File: src/rtl/four_12_12_st2_error_buffer_if.sv
// four_12_12_st2_error_buffer_if: tap-error stream from the error buffer to the tap-update datapath
interface four_12_12_st2_error_buffer_if #(parameter int DATA_W = 32);
  logic [DATA_W-1:0] tap_error;
  logic tap_error_vld;
  logic tap_error_fst;
  logic tap_error_lst;
  logic tap_error_rdy;
  modport master (output tap_error, tap_error_vld, tap_error_fst, tap_error_lst, input tap_error_rdy);
  modport slave (input tap_error, tap_error_vld, tap_error_fst, tap_error_lst, output tap_error_rdy);
endinterface

File: src/rtl/four_12_12_st2_error_buffer.sv
// four_12_12_st2_error_buffer: phase-indexed stage-2 error store streaming one phase per update; ST2_ERROR_BUF_STATUS_EN adds the written-bitmap check
module four_12_12_st2_error_buffer #(
  parameter int DATA_W = 32,
  parameter int TAPS = 12,
  parameter int PHASES = 10
) (
  input  logic clk,
  input  logic reset,
  input  logic error_valid,
  input  logic [DATA_W-1:0] error_value,
  input  logic [3:0] error_phase,
  input  logic [31:0] error_sub_address,
  input  logic [3:0] error_phase_read,
  input  logic error_update_first,
  four_12_12_st2_error_buffer_if.master tap,
  output logic buffer_busy,
  output logic overrun_err,
  output logic range_err,
  output logic incomplete_err
);
  localparam int N = PHASES * TAPS;
  localparam logic [3:0] NPH = 4'(PHASES);
  localparam logic [3:0] NTAP = 4'(TAPS);
  localparam logic [3:0] LAST = 4'(TAPS - 1);
  typedef enum logic {IDLE, READ} state_t;
  state_t state, state_d;
  logic [DATA_W-1:0] mem [N];
  logic [3:0] rd_phase, rd_cnt, wr_tap;
  logic [6:0] wr_idx, rd_idx;
  logic wr_ok, wr_bad, start, start_ok, load, unused_sub;
  assign wr_tap = error_sub_address[3:0];
  assign unused_sub = ^error_sub_address[31:4];
  assign wr_ok = error_valid & (error_phase < NPH) & (wr_tap < NTAP);
  assign wr_bad = error_valid & ~wr_ok;
  assign wr_idx = 7'(error_phase) * 7'(TAPS) + 7'(wr_tap);
  assign rd_idx = 7'(rd_phase) * 7'(TAPS) + 7'(rd_cnt);
  assign buffer_busy = (state == READ) | tap.tap_error_vld;
  assign start = error_update_first & ~buffer_busy;
  assign start_ok = start & (error_phase_read < NPH);
  assign load = (state == READ) & (~tap.tap_error_vld | tap.tap_error_rdy);
  // next state: accept a valid start in IDLE, return after loading the last tap
  always_comb begin
    state_d = state;
    state_d = (state == IDLE) ? (start_ok ? READ : IDLE) : ((load && rd_cnt == LAST) ? IDLE : READ);
  end
  // state register plus latched read phase and tap counter
  always_ff @(posedge clk) begin
    if (reset) begin
      state <= IDLE;
      rd_phase <= '0;
      rd_cnt <= '0;
    end else begin
      state <= state_d;
      if (start_ok) begin
        rd_phase <= error_phase_read;
        rd_cnt <= '0;
      end else if (load) rd_cnt <= rd_cnt + 4'd1;
    end
  end
  // store write; unreset so a same-cycle load sees the old word
  always_ff @(posedge clk) begin
    if (wr_ok) mem[wr_idx] <= error_value;
  end
  // output register: load when empty or draining, otherwise hold until accepted
  always_ff @(posedge clk) begin
    if (reset) begin
      tap.tap_error <= '0;
      tap.tap_error_vld <= 1'b0;
      tap.tap_error_fst <= 1'b0;
      tap.tap_error_lst <= 1'b0;
    end else if (load) begin
      tap.tap_error <= mem[rd_idx];
      tap.tap_error_vld <= 1'b1;
      tap.tap_error_fst <= rd_cnt == 4'd0;
      tap.tap_error_lst <= rd_cnt == LAST;
    end else if (tap.tap_error_rdy) tap.tap_error_vld <= 1'b0;
  end
  // sticky overrun and range flags
  always_ff @(posedge clk) begin
    if (reset) begin
      overrun_err <= 1'b0;
      range_err <= 1'b0;
    end else begin
      if (error_update_first & buffer_busy) overrun_err <= 1'b1;
      if (wr_bad | (start & ~start_ok)) range_err <= 1'b1;
    end
  end
`ifdef ST2_ERROR_BUF_STATUS_EN
  logic [N-1:0] written;
  logic [6:0] chk_base, clr_base;
  assign chk_base = 7'(error_phase_read) * 7'(TAPS);
  assign clr_base = 7'(rd_phase) * 7'(TAPS);
  // written-bitmap: rows checked at start, cleared on last handshake, a write in the same cycle wins
  always_ff @(posedge clk) begin
    if (reset) begin
      written <= '0;
      incomplete_err <= 1'b0;
    end else begin
      if (start_ok && written[chk_base +: TAPS] != {TAPS{1'b1}}) incomplete_err <= 1'b1;
      if (tap.tap_error_vld & tap.tap_error_rdy & tap.tap_error_lst) written[clr_base +: TAPS] <= '0;
      if (wr_ok) written[wr_idx] <= 1'b1;
    end
  end
`else
  assign incomplete_err = 1'b0;
`endif
endmodule

File: src/flat_wrapper.sv
// flat-port wrapper written by rule: the top's interface ports become plain ports
module four_12_12_st2_error_buffer_flat 
#(
  parameter int DATA_W = 32,
  parameter int TAPS = 12,
  parameter int PHASES = 10
)
  (clk, reset, error_valid, error_value, error_phase, error_sub_address, error_phase_read, error_update_first, buffer_busy, overrun_err, range_err, incomplete_err, tap_tap_error, tap_tap_error_vld, tap_tap_error_fst, tap_tap_error_lst, tap_tap_error_rdy);
  four_12_12_st2_error_buffer_if #(.DATA_W(DATA_W)) tap_i ();
  input  logic clk;
  input  logic reset;
  input  logic error_valid;
  input  logic [DATA_W-1:0] error_value;
  input  logic [3:0] error_phase;
  input  logic [31:0] error_sub_address;
  input  logic [3:0] error_phase_read;
  input  logic error_update_first;
  output logic buffer_busy;
  output logic overrun_err;
  output logic range_err;
  output logic incomplete_err;
  output wire logic [$bits(tap_i.tap_error)-1:0] tap_tap_error;
  output wire logic [$bits(tap_i.tap_error_vld)-1:0] tap_tap_error_vld;
  output wire logic [$bits(tap_i.tap_error_fst)-1:0] tap_tap_error_fst;
  output wire logic [$bits(tap_i.tap_error_lst)-1:0] tap_tap_error_lst;
  input wire logic [$bits(tap_i.tap_error_rdy)-1:0] tap_tap_error_rdy;
  assign tap_tap_error = tap_i.tap_error;
  assign tap_tap_error_vld = tap_i.tap_error_vld;
  assign tap_tap_error_fst = tap_i.tap_error_fst;
  assign tap_tap_error_lst = tap_i.tap_error_lst;
  assign tap_i.tap_error_rdy = tap_tap_error_rdy;
  four_12_12_st2_error_buffer #(.DATA_W(DATA_W), .TAPS(TAPS), .PHASES(PHASES)) u_core (.clk(clk), .reset(reset), .error_valid(error_valid), .error_value(error_value), .error_phase(error_phase), .error_sub_address(error_sub_address), .error_phase_read(error_phase_read), .error_update_first(error_update_first), .tap(tap_i), .buffer_busy(buffer_busy), .overrun_err(overrun_err), .range_err(range_err), .incomplete_err(incomplete_err));
endmodule
File: config.mk
export PLATFORM = sky130hd
export DESIGN_NAME = four_12_12_st2_error_buffer_flat
export DESIGN_NICKNAME = d
export VERILOG_FILES = /design/src/rtl/four_12_12_st2_error_buffer_if.sv /design/src/rtl/four_12_12_st2_error_buffer.sv /design/src/flat_wrapper.sv
export SDC_FILE = /design/constraint.sdc
export NUM_CORES = 2
export LEC_CHECK = 0
export CAP_MARGIN = 15
export CORE_MARGIN = 2
export CORE_UTILIZATION = 60
export CTS_CLUSTER_SIZE = 14
export DETAILED_ROUTE_END_ITERATION = 8
export GPL_ROUTABILITY_DRIVEN = 0
export PLACE_DENSITY = 0.76
export REMOVE_ABC_BUFFERS = 1
export SLEW_MARGIN = 20
export SYNTH_ARGS = -nofsm -noshare
export SYNTH_HDL_FRONTEND = slang
export SYNTH_SLANG_ARGS = --single-unit
File: constraint.sdc
create_clock -name clk -period 10.76 [get_ports clk]
set_input_delay 3.228 -clock clk [delete_from_list [all_inputs] [get_ports clk]]
set_output_delay 3.228 -clock clk [all_outputs]
set_load 0.02 [all_outputs]
==> key figures <==
Setup path
  – Worst Setup Start Kind: primary input
  – R2r setup slk: 5.02 ns
  – CP arrival: 8.16 ns
  – Worst path slowest cell: nor2_4
  – Most frequent CP cell: xor2_1
  – Largest stage delay, worst path: 0.95 ns
  – Worst EP required: 11.45 ns
  – Type of the worst setup path: primary input to flop
  – Crit path max fanout: 22
  – Worst Setup End Kind: flop
  – Critical-path cell list: clkdlybuf4s50_1 -> ha_1 -> fa_1 -> xor2_1 -> nor3b_1 -> xnor2_1 -> xor2_1 -> nor2_1 -> nand2_1 -> nor2_4 -> buf_4

Finish
  – Register area: 0.1162 mm2
  – Multi-input gate area: 0.03145 mm2
  – Layout cells sized above 1: 0.2744
  – Fill count: 14410
  – Area Overhead vs Synth: 12.03%
  – Final Instance Area: 0.1669 mm2
  – Layout net count: 6988

Route
  – Wire length per cell: 38.79 um
  – Vias: 75060
  – DRT antenna net count: 1
  – Drt pass-1 iters: 9
  – DR vias/cell: 7.153
  – DRC: 0
  – Routed wire length: 407.0 mm
  – DRT iter0 DRCs: 13270

Clocking
  – Hold buffers post-CTS: 0
  – CTS Buf Count: 381
  – # H-tree levels: 5
  – Worst-skew pair later-pin latency: 0.99 ns
  – CTS Root Cell: clkbuf_16
  – CTS sink cnt: 3886
  – CTS tree: yes
  – Post-CTS sizing: 0
  – Clock tree buffer depth: 4
  – Clk slew on worst S/H paths: 0.06 ns
  – Setup repair bufs after CTS: 0

Timing
  – Layout Skew: 0.05337 ns
  – Pins Over Slew Limit: 0
  – # setup viols final: 0
  – Final Hold Vio Count: 0
  – Final worst-path cycle share: 0.6939
  – Setup WS post-layout: 3.293 ns
  – Peak Freq: 0.1339 GHz
  – Unrepaired setup endpoints after global routing: false
  – WHS: 0.4834 ns
  – Min Tclk post-route: 7.467 ns
  – Slew Limit Headroom: 0.1243
  – Measured slew at the worst slew-check pin: 1.302 ns

Global routing
  – Largest net degree at the start of global routing: 109
  – Global-route wire length before repair: 568.4 mm
  – Top Usage Layer GRT: met2
  – Grt met2 use: 0.5015
  – GRT met1 Usage: 0.4320
  – Vias in the first global route: 74250
  – Initial antenna violation count: 29
  – Total GRT Usage: 0.3251
  – GR Layer Usage met3: 0.09413
  – Overflow after GRT: 0

Die
  – Die X: 502.4 um
  – # IOs: 116
  – Area of the die: 0.2524 mm2
  – Site Rows: 182
  – Total core area: 0.2464 mm2
  – Initial Util: 0.6048
  – Die Y: 502.4 um

Yosys
  – Yosys warns: 0
  – Mapped Area: 0.1490 mm2
  – Fraction of registers with async set/reset: 0
  – Post-synth top area share: 0.7738
  – EDFF count, synth: 3840
  – #FFs+latches synth: 3886
  – Synthesized area per cell: 22.86 um2
  – Seq/Total Area, Yosys: 0.7800
  – Main synth FF type: edfxtp_1
  – Synth top cells by count: 3840 x edfxtp_1, 1012 x mux4_2, 251 x nand2_1
  – Synth area leaders: edfxtp_1 77%, mux4_2 15%, mux2i_1 0.75%, nand2_1 0.63%, dfxtp_1 0.62%
  – Post-Synthesis Cells: 6520
  – Netlist cell types: 76
  – Cell taking the most area after synthesis: edfxtp_1
  – Top-count cell post-synth: edfxtp_1

Pwr
  – Maximum VDD drop: 0.2188 mV
  – Cell Int Power: 24840 uW
  – NetSw: 7188 uW
  – Clock share of power: 0.401
  – Pwr dens: 191.9 mW/mm2
  – Static Leak: 0.05051 uW
  – Combinational group share of total power: 0.075
  – Seq pwr share: 0.525
  – Sw frac: 0.2244

Run
  – Max-cap check violation count: 0

Place
  – Dpl cell area: 0.1551 mm2
  – PortBufs: 86
  – Pre-CTS WS: 2.597 ns
  – Detailed placement HPWL: 230.0 mm

Hold path
  – Worst hold path type: flop to flop

Outcome
  – Failing checks: antenna rules
  – Run status: finished, violations left
## final cells by class
type	instances	share of cell area
Tap cell	3312	0.02482
Multi-Input combinational cell	2273	0.1884
Timing Repair Buffer	340	0.01964
Clock inverter	189	0.01039
Antenna cell	16	0.0002398
Inverter	12	0.0003298
Sequential cell	3886	0.6963
Clock buffer	465	0.05994
## sequential cells by signal, indices dropped and copies added (netlist names)
register and cells:
u_core.mem 3840, u_core.overrun_err 1, u_core.range_err 1, u_core.rd_cnt 4, u_core.rd_phase 4, u_core.state 1
u_core.tap.tap_error 32, u_core.tap.tap_error_fst 1, u_core.tap.tap_error_lst 1, u_core.tap.tap_error_vld 1
## per-layer routing
layer | vias to the layer above | wire length [um]
met4 | 16 | 23510
met2 | 6126 | 193400
met3 | 1048 | 53970
li1 | 28540 | -
met1 | 39330 | 136000
met5 | - | 138
## cell families (layout without fill, tap and decap cells)
logic type,count (synthesis),after routing,synth area share
and+or+nand+nor,648,648,0.01861
adders and majority gates,17,17,0.001629
buffers and inverters,361,1006,0.01606
DFF,3886,3886,0.7800
other,1,17,0.00002516
AOI/OAI and AO/OA,463,463,0.02182
muxes,1126,1126,0.1606
xor gates and xnor gates,18,18,0.001243
## through the flow
stage	std cells	setup TNS, ns	util	power [uW]
floorplan	6171	-1330.74	-	19600
CTS	10470	0	0.6772	32020
global placement	9799	0	0.6276	19370
global route	10480	0	0.6774	32680
finish	10490	0	0.6776	32030
detailed placement	9819	0	0.6295	19420
## critical path: cells and delay by family
kind	cells	cell delay, ns
AND/OR/NAND/NOR	4	2.35
buffers and inverters	2	1.06
adder cells (fa/ha/maj)	2	0.79
XOR/XNOR	3	0.71
## power by group through the flow
stage	logic [uW]	registers, uW	clock network (uW)
CTS	2330	16800	12900
global placement	2250	17100	0
finish	2390	16800	12800
floorplan	2340	17300	0
detailed placement	2290	17100	0
global route	2440	16800	13400
## final timing paths
check                      startpoint                       end  cells past startpoint
max                    error_phase[0]        u_core.mem[87][30]                     11
min          u_core.tap.tap_error_lst  u_core.tap.tap_error_lst                      2
max reg2reg        u_core.rd_phase[1]  u_core.tap.tap_error[11]                     10
min reg2reg  u_core.tap.tap_error_lst  u_core.tap.tap_error_lst                      2
## placed cells by master, fill, tap and decap left out, types with 50 or more instances in the layout
master,synthesis,final
o22ai_1,74,74
mux2i_1,112,112
nand3_1,52,50
clkbuf_16,0,387
clkdlybuf4s50_1,0,53
a22oi_1,56,56
nor2_1,234,109
clkinv_2,0,67
mux4_2,1012,1012
buf_4,64,242
a21oi_1,67,67
nor2_4,0,121
clkbuf_1,75,75
clkinv_1,1,74
edfxtp_1,3840,3840
nand2_1,251,244
(Power assumes the default switching activity.)
